## src/rtl/fir_filter.sv

```systemverilog
// Direct-form FIR filter with a stream-style slave input and master output.
// Full-precision signed multiply-accumulate, fixed 2-clock latency, one sample per clock.
module fir_filter #(
    parameter int                       DATA_W   = 16,
    parameter int                       COEF_W   = 16,
    parameter int                       NUM_TAPS = 7,
    parameter logic signed [COEF_W-1:0] COEFFS [NUM_TAPS] = '{
        COEF_W'(1024), COEF_W'(2048), COEF_W'(3072), COEF_W'(4096),
        COEF_W'(3072), COEF_W'(2048), COEF_W'(1024)
    },
    parameter int                       OUT_W    = 48
) (
    input  logic              aclk,
    input  logic              aresetn,
    input  logic              s_axis_data_tvalid,
    output logic              s_axis_data_tready,
    input  logic [DATA_W-1:0] s_axis_data_tdata,
    output logic              m_axis_data_tvalid,
    output logic [OUT_W-1:0]  m_axis_data_tdata
);

    localparam int PROD_W = DATA_W + COEF_W;
    localparam int ACC_W  = PROD_W + $clog2(NUM_TAPS);

    logic                     r_ready;
    logic                     w_accept;
    logic signed [DATA_W-1:0] r_taps [NUM_TAPS];
    logic                     r_tap_valid;
    logic signed [PROD_W-1:0] r_prod [NUM_TAPS];
    logic                     r_prod_valid;
    logic signed [ACC_W-1:0]  w_sum;
    logic [OUT_W-1:0]         r_out;
    logic                     r_out_valid;

    // NOTE: reset lifts asynchronously at any time, so tready comes from a flop that only
    // sets on a clock edge; acceptance therefore never begins on the edge reset releases.
    always_ff @(posedge aclk or negedge aresetn) begin
        if (!aresetn) begin
            r_ready <= 1'b0;
        end else begin
            r_ready <= 1'b1;
        end
    end

    assign w_accept = s_axis_data_tvalid & r_ready;

    // Stage 0: delay line, tap k holds x[n-k]; it moves only when a sample is accepted.
    // NOTE: the delay line is a register array, not a RAM, so it is cleared by reset to
    // give every restart a zero history.
    always_ff @(posedge aclk or negedge aresetn) begin
        if (!aresetn) begin
            for (int k = 0; k < NUM_TAPS; k++) begin
                r_taps[k] <= '0;
            end
            r_tap_valid <= 1'b0;
        end else begin
            r_tap_valid <= w_accept;
            if (w_accept) begin
                r_taps[0] <= $signed(s_axis_data_tdata);
                for (int k = 1; k < NUM_TAPS; k++) begin
                    r_taps[k] <= r_taps[k-1];
                end
            end
        end
    end

    // Stage 1: one registered product per tap; operands are sign-extended before multiplying.
    always_ff @(posedge aclk or negedge aresetn) begin
        if (!aresetn) begin
            for (int k = 0; k < NUM_TAPS; k++) begin
                r_prod[k] <= '0;
            end
            r_prod_valid <= 1'b0;
        end else begin
            r_prod_valid <= r_tap_valid;
            if (r_tap_valid) begin
                for (int k = 0; k < NUM_TAPS; k++) begin
                    r_prod[k] <= PROD_W'(r_taps[k]) * PROD_W'(COEFFS[k]);
                end
            end
        end
    end

    // NOTE: combinational accumulation uses blocking assignments so each iteration sees
    // the running total; the default assignment first keeps this free of latches.
    always_comb begin
        w_sum = '0;
        for (int k = 0; k < NUM_TAPS; k++) begin
            w_sum = w_sum + ACC_W'(r_prod[k]);
        end
    end

    // Stage 2: output register; data holds its last value between valid pulses.
    always_ff @(posedge aclk or negedge aresetn) begin
        if (!aresetn) begin
            r_out       <= '0;
            r_out_valid <= 1'b0;
        end else begin
            r_out_valid <= r_prod_valid;
            if (r_prod_valid) begin
                r_out <= OUT_W'(w_sum);
            end
        end
    end

    assign s_axis_data_tready = r_ready;
    assign m_axis_data_tvalid = r_out_valid;
    assign m_axis_data_tdata  = r_out;

endmodule

```

## config.mk

```make
export PLATFORM = sky130hd
export DESIGN_NAME = fir_filter
export DESIGN_NICKNAME = d
export VERILOG_FILES = /design/src/rtl/fir_filter.sv
export SDC_FILE = /design/constraint.sdc
export NUM_CORES = 1
export LEC_CHECK = 0
export BUFFER_PORTS_ARGS = -buffer_cell sky130_fd_sc_hd__clkbuf_2
export CAP_MARGIN = 5
export CORE_MARGIN = 1
export CORE_UTILIZATION = 30
export DETAILED_ROUTE_END_ITERATION = 16
export MAX_ROUTING_LAYER = met4
export SYNTH_ARGS = -nofsm -noshare
export SYNTH_HDL_FRONTEND = slang
export SYNTH_SLANG_ARGS = --single-unit
```

## constraint.sdc

```tcl
create_clock -name aclk -period 14.35 [get_ports aclk]
set_clock_uncertainty 0.15 [all_clocks]
set_input_delay 0.7175 -clock aclk [delete_from_list [all_inputs] [get_ports aclk]]
set_output_delay 0.7175 -clock aclk [all_outputs]
set_load 0.02 [all_outputs]
```

Yosys cells after proc, flatten, opt, wreduce, memory -nomap -nowiden. Index checks and enable logic that the tools add are counted. Widths: inputs -> output; s select.

Add/sub/neg operators: 6. $mul: 2. Bitwise operators: 1.

Operators with widths (count): $mul 16x3->19 const B (2); $add 33x26->34 (1); $add 32x27->33 (1); $add 31x29->32 (1); $add 30x28->31 (1); $add 28x29->30 (1); $add 26x27->28 (1); $and 1x1->1 (1).

Output and inout bits: 50. Bits of input ports: 19. Register bits after elaboration: 269. Word-level logic and storage cells: 28.

Depth between registers and ports, before layout. Gate-level depths: netlist of run 1.

Depth in word-level cells: 6. Gate-level depth with buffers: 24. Depth with buffers taken out: 24.

Worst setup path after synthesis of run 1. Ideal clock, no wire load.

Path kind: register -> register. Start point: reg r_prod[45] (netlist bit). End point: reg r_out[30] (netlist: m_axis_data_tdata[30]). Library setup time: 0.125 ns. Cell stages (with the launch flop): 25. Required time: 14.075 ns. Path slack: 8.798 ns. Period minus slack after synthesis: 5.552 ns. Buffers on the path: 0. Arrival: 5.277 ns. Cell sequence: dfrtp_1 > inv_1 > fa_1 > inv_1 > fa_1 > inv_1 > fa_1 > inv_1 > ha_1 > fa_1 > a21oi_1 > o211ai_1 > o22ai_1 > o21ai_0 > a21o_1 > a21oi_1 > xnor2_1 > ha_1 > and3_1 > and3_1 > nand3b_1 > o21ai_0 > nor2_1 > xnor2_1 > mux2_2.

Cells in the longest elaborated chain, start to end: 2.

RTL lines: from (decl) (RTL line 29) `logic signed [PROD_W-1:0] r_prod [NUM_TAPS];`; from (signal, indexed assignment) (RTL line 78) `r_prod[k] <= PROD_W'(r_taps[k]) * PROD_W'(COEFFS[k]);`; $add 32x27->33 (RTL line 89) `w_sum = w_sum + ACC_W'(r_prod[k]);`; $add 33x26->34 (RTL line 89); to (signal assigned) (RTL line 101) `r_out <= OUT_W'(w_sum);`; to (decl) (RTL line 32) `logic [OUT_W-1:0] r_out;`.

Every way passes these cells. A chain may end at the register's enable or synchronous reset.

Final worst setup path of run 1. Same ends and word-level chain as after synthesis.

==> results.py, run 1 <==
metrics = {
    "timing": {
        "setup_viol": 0,
        "worst_slew_margin_rel_pct": 36.2,
        "worstMarginPinSlew_ns": 0.957,
        "rsz0062_at_grt": "false",
        "setup_tns_ns": 0,
        "hold_viol": 0,
        "finalMaxSlewViolations": 0,
        "finalCritPeriodShare_pct": 43.6,
        "fmax_ghz": 0.160,
        "min_period_ns": 6.26,
    },
    "detailed_routing": {
        "drtPass1Iterations": 5,
        "drc": 0,
        "routed_via_density": 4.57,
        "drt.antenna.violating_nets": 0,
        "drt-total-wl_um": 31700,
        "drt_iter0_drc": 496,
        "num_vias": 9939,
        "wl_per_cell_um": 14.6,
    },
    "global_routing": {
        "gr-total-overflow": 0,
        "first_global_vias": 10400,
        "grt_pass1_wl_um": 53700,
        "antenna_found_initial": 1,
        "grt_usage_pct": 12.7,
        "grt_max_degree": 123,
    },
    "cts": {
        "cts_tree": "done",
        "post_cts_buffers": 0,
        "htree_num_levels": 1,
        "clk_pin_slew_ns": 0.06,
        "postCtsHoldBufs": 0,
        "numCtsBuffers": 28,
        "clock_sinks": 259,
        "clkLatencyLatePin_ns": 0.56,
        "root_buffer": "clkbuf_16",
        "cts_resized": 0,
        "clk_path_buf_depth": 3,
    },
    "setup_path": {
        "r2r_slack_ns": 8.09,
        "crit_chain": "inv_1, fa_1, inv_1, fa_1, inv_1, fa_1, inv_1, ha_1, fa_1, a21oi_1, o211ai_1, o22ai_1, o21ai_0, a21o_1, a21oi_1, xnor2_1, ha_1, and3_1, and3_1, nand3b_1, o21ai_0, nor2_1, xnor2_1, mux2_2",
        "crit_end": "m_axis_data_tdata[30]",
        "critPathLaunchType": "register",
        "max_stage_delay_ns": 0.54,
        "crit_path_start": "r_prod[45]",
        "crit_type": "register to register",
        "r2r_end": "m_axis_data_tdata[30]",
        "cp.arrival_ns": 6.55,
        "r2r-start": "r_prod[45]",
        "path_max_fanout": 6,
        "rr_worst_depth": 24,
        "cp.required_ns": 14.64,
        "critPathCaptureType": "register",
        "slowest_stage": "fa_1",
    },
    "placed_design": {
        "place_congestion": 0.916,
        "place.port_buffers": 58,
        "dp_hpwl_um": 23000,
    },
    "synth": {
        "avgSynthCellArea_sq_um": 10.8,
        "netlist_area_sq_um": 15500,
        "synthTopCellsByArea": "dfrtp_1, mux2_2, fa_1, ha_1, inv_1",
        "yosysSeqAreaShare_pct": 41.7,
        "yosys.area.top_type": "dfrtp_1",
        "synthCells": 1438,
        "synth.ff_latch_count": 259,
        "synth-edff-count": 0,
        "ys_warn_count": 0,
        "synth_flop_cell": "dfrtp_1",
        "netlist.area_leader.share_pct": 41.7,
        "netlist-cell-type-count": 62,
        "synthArstFlopShare_pct": 100,
    },
    "floorplan": {
        "fp-row-count": 83,
        "dieArea_sq_um": 52700,
        "core_area_sq_um": 51200,
        "die_y_um": 230,
        "chipWidth_um": 230,
        "start_util_pct": 30.3,
        "io_pins": 69,
    },
    "layout": {
        "syn2layout_area_growth_pct": 12.4,
        "postLayoutCoreUtil_pct": 34.1,
        "fin_nets": 1673,
        "final_cell_mix": "dfrtp_1, inv_1, mux2_2",
        "layout_commonest_cell": "dfrtp_1",
        "drive_above_1_share_pct": 19.0,
    },
    "hold_path": {
        "hold_class": "primary input to async pin",
    },
    "run": {
        "maxCapViolations": 0,
    },
    "outcome": {
        "status": "finished clean",
    },
}
-- layout make-up --
cell class	count	area, sq um
Tap cell	680	851
Timing Repair Buffer	64	345
Sequential cell	259	6480
Inverter	229	860
Antenna cell	1	2.50
Fill cell	5045	33700
Multi-Input combinational cell	891	7890
Clock buffer	42	855
Clock inverter	8	169
-- synthesized netlist by cell type (all sizes together) (21+ instances only) --
master and n:
o21ai 105, dfrtp 259, xor2 21, fa 78
mux2 158, ha 103, xnor2 38, buf 28
inv 229, a21oi 65, a21o 30, nand2 97
nor2 43, clkbuf 40
-- per-stage QoR --
| step | cell area [sq um] | hold WS [ns] | std cells | worst slack, ns |
|---|---|---|---|---|
| final | 17500 | 0.110 | 2174 | 8.09 |
| after detailed placement | 16400 | 0.338 | 2123 | 8.11 |
| after global routing | 17500 | 0.197 | 2174 | 7.75 |
| after floorplan | 15600 | 0.202 | 1447 | 8.80 |
| after global placement | 16400 | 0.330 | 2123 | 8.21 |
| after CTS | 17500 | 0.145 | 2173 | 8.09 |
-- worst max-delay path: cells and delay by family (launching register included) --
kind / cells / cell delay (ns)
adder cells (fa/ha/maj): 6 / 2.61
AND/OR/NAND/NOR: 4 / 0.63
buffers and inverters: 4 / 0.21
XOR/XNOR: 2 / 0.21
AO/OA/AOI/OAI: 7 / 1.74
flip-flops: 1 / 0.32
multiplexers: 1 / 0.26
-- sequential cells by signal (all words and copies together) (netlist names) --
signal              flops
r_tap_valid             1
r_prod                118
r_prod_valid            1
m_axis_data_tvalid      1
m_axis_data_tdata      25
r_taps                112
s_axis_data_tready      1
-- kinds of logic (layout without fill, tap and decap cells) --
family                   after synthesis  count (layout)  share of synthesized area, %
buffers and inverters                297             343                          7.73
adder cells (fa/ha/maj)              181             181                          18.4
AO/OA/AOI/OAI                        276             276                          11.1
other                                  2              12                        0.0484
AND/OR/NAND/NOR                      196             196                          5.59
multiplexers                         168             168                          12.1
XOR/XNOR                              59              59                          3.33
flip-flops                           259             259                          41.7
-- worst min-delay path by stage --
stage                      start                  to  slack (ns)  cells after the start
CTS                      aresetn          r_taps[99]        0.14                      1
floorplan           r_prod_valid  m_axis_data_tvalid        0.20                      0
detailed placement    r_taps[51]         r_prod[111]        0.34                      2
finish                   aresetn          r_taps[99]        0.11                      1
global placement      r_taps[93]         r_prod[184]        0.33                      2
global route             aresetn          r_taps[99]        0.20                      1
-- per-layer routing --
layer | vias to the layer above | wire [um] | global-route usage, %
li1 | 4816 | - | -
met1 | 4903 | 15200 | 16.8
met2 | 176 | 14400 | 20.0
met3 | 44 | 1400 | 2.12
met4 | 0 | 714 | 3.83
met5 | - | 0 | -
Power of run 1 is not shown: default switching activity piles up to over one toggle a cycle in this logic, so the estimate is an artifact.
==> run 2: changes to the inputs <==
==> constraint.sdc (replaced) <==
create_clock -name aclk -period 6.5 [get_ports aclk]
set_clock_uncertainty 0.15 [all_clocks]
set_input_delay 0.325 -clock aclk [delete_from_list [all_inputs] [get_ports aclk]]
set_output_delay 0.325 -clock aclk [all_outputs]
set_load 0.02 [all_outputs]
==> run 2 against run 1 <==
Clock-buffer cell count shrank 4; utilization grew 0.19 points; cell area grew 0.57%; critical endpoint unchanged; highest routed layer unchanged.
==> results.py, run 2 (synthesis results as in run 1) <==
metrics = {
    "detailed_routing": {
        "wl_met1_um": 15400,
        "num_vias": 9994,
        "drc": 0,
        "wl_met2_um": 14300,
        "drtPass1Iterations": 5,
        "wl_met3_um": 1130,
        "drt_iter0_drc": 529,
        "wl_per_cell_um": 14.5,
        "highest_layer": "met4",
        "drt.antenna.violating_nets": 0,
        "drt-total-wl_um": 31600,
        "routed_via_density": 4.57,
    },
    "cts": {
        "clk_pin_slew_ns": 0.06,
        "root_buffer": "clkbuf_16",
        "cts_tree": "done",
        "clk_path_buf_depth": 3,
        "numCtsBuffers": 28,
        "clock_sinks": 259,
        "htree_num_levels": 1,
        "clkLatencyLatePin_ns": 0.56,
    },
    "setup_path": {
        "critPathCaptureType": "register",
        "r2r_slack_ns": 0.41,
        "cp.arrival_ns": 6.38,
        "crit_type": "register to register",
        "cp.required_ns": 6.79,
        "rr_worst_depth": 24,
        "critPathLaunchType": "register",
        "path_max_fanout": 6,
        "crit_path_start": "r_prod[45]",
        "r2r_end": "m_axis_data_tdata[30]",
        "r2r-start": "r_prod[45]",
        "crit_end": "m_axis_data_tdata[30]",
    },
    "layout": {
        "drive_above_1_share_pct": 18.8,
        "largest_reg_flops": 118,
        "largest_register": "r_prod",
        "diodes": 0,
        "syn2layout_area_growth_pct": 13.0,
        "fin_nets": 1689,
        "final_cell_mix": "dfrtp_1, inv_1, mux2_2",
        "layout_commonest_cell": "dfrtp_1",
    },
    "floorplan": {
        "fp-row-count": 83,
        "chipWidth_um": 230,
        "core_area_sq_um": 51200,
        "die_y_um": 230,
        "start_util_pct": 30.3,
        "io_pins": 69,
        "dieArea_sq_um": 52700,
    },
    "timing": {
        "setup_tns_ns": 0,
        "finalMaxSlewViolations": 0,
        "setup_viol": 0,
        "hold_viol": 0,
        "fmax_ghz": 0.164,
        "worst_slew_margin_rel_pct": 35.1,
        "rsz0062_at_grt": "false",
        "min_period_ns": 6.09,
        "worstMarginPinSlew_ns": 0.974,
        "finalCritPeriodShare_pct": 93.7,
    },
    "global_routing": {
        "gr-total-overflow": 0,
        "antenna_found_initial": 0,
        "first_global_vias": 10400,
        "grt_usage_pct": 12.8,
        "grt_max_degree": 140,
        "grt_pass1_wl_um": 54000,
    },
    "outcome": {
        "status": "finished clean",
    },
    "run": {
        "maxCapViolations": 0,
    },
    "hold_path": {
        "hold_class": "primary input to async pin",
    },
    "placed_design": {
        "place_congestion": 0.889,
        "dp_hpwl_um": 22800,
        "place.port_buffers": 58,
    },
}
run 2: changes by cell type in the layout (fill, tap and decap cells not counted), sizes merged:
| cell | before | now |
|---|---|---|
| buf | 7 | 6 |
| bufinv | 5 | 3 |
| clkbuf | 99 | 95 |
| clkinv | 2 | 8 |
| diode | 1 | 0 |
| dlygate4sd3 | 0 | 17 |
| inv | 230 | 229 |
run 2: how the worst min path moves through the flow:
stage	startpoint	to	depth (start not counted)	slack, ns
6_report	aresetn	r_taps[97]	2	0.28
5_1_grt	r_taps[4]	r_taps[4]	1	0.37
2_1_floorplan	aresetn	m_axis_data_tdata[10]	0	-0.12
3_5_place_dp	r_taps[87]	r_prod[178]	2	0.34
3_3_place_gp	r_taps[87]	r_prod[178]	2	0.33
4_1_cts	r_taps[9]	r_taps[9]	1	0.35
run 2: worst max-delay path: stages, from the launching register on:
cell      delay (ns)
dfrtp_1         0.33
inv_1           0.06
fa_1            0.53
inv_1           0.05
fa_1            0.53
inv_1           0.05
fa_1            0.52
inv_1           0.04
ha_1            0.22
fa_1            0.42
a21oi_1         0.22
o211ai_1        0.21
o22ai_2         0.24
o21ai_0         0.24
a21o_1          0.23
a21oi_1         0.17
xnor2_1         0.08
ha_1            0.36
and3_1          0.25
and3_1          0.20
nand3b_1        0.08
o21ai_0         0.29
nor2_1          0.11
xnor2_1         0.13
mux2_2          0.26
run 2: timing repair:
action,in CTS,in global routing
endpoints found under the hold margin,136,0
buffers inserted,0,0
hold buffers,17,0
gates resized for setup,0,1
endpoints found under the setup margin,0,2
run 2: metrics by stage:
stage	worst slack, ns	util, %	cells	hold WS [ns]	instance area (sq um)
finish	0.409	34.3	2188	0.284	17600
global route	0.0896	34.3	2188	0.368	17600
CTS	0.275	34.3	2188	0.352	17500
detailed placement	0.276	32.1	2122	0.336	16400
global placement	0.350	32.1	2122	0.329	16400
floorplan	0.948	-	1447	-0.121	15600
run 2: final cells by class:
type                       count  area, sq um
fill                        5071        33600
multi-input combinational    891         7900
sequential                   259         6480
inverter                     229          860
tap                          680          851
clock buffer                  38          810
timing repair buffer          80          520
clock inverter                11          134
run 2: per-layer routing:
layer | vias up | GRT usage (%)
met3 | 56 | 1.67
met1 | 4903 | 17.5
met2 | 165 | 19.9
met4 | 0 | 3.50
met5 | - | -
li1 | 4870 | -
Power of run 2 is left out for the same reason.
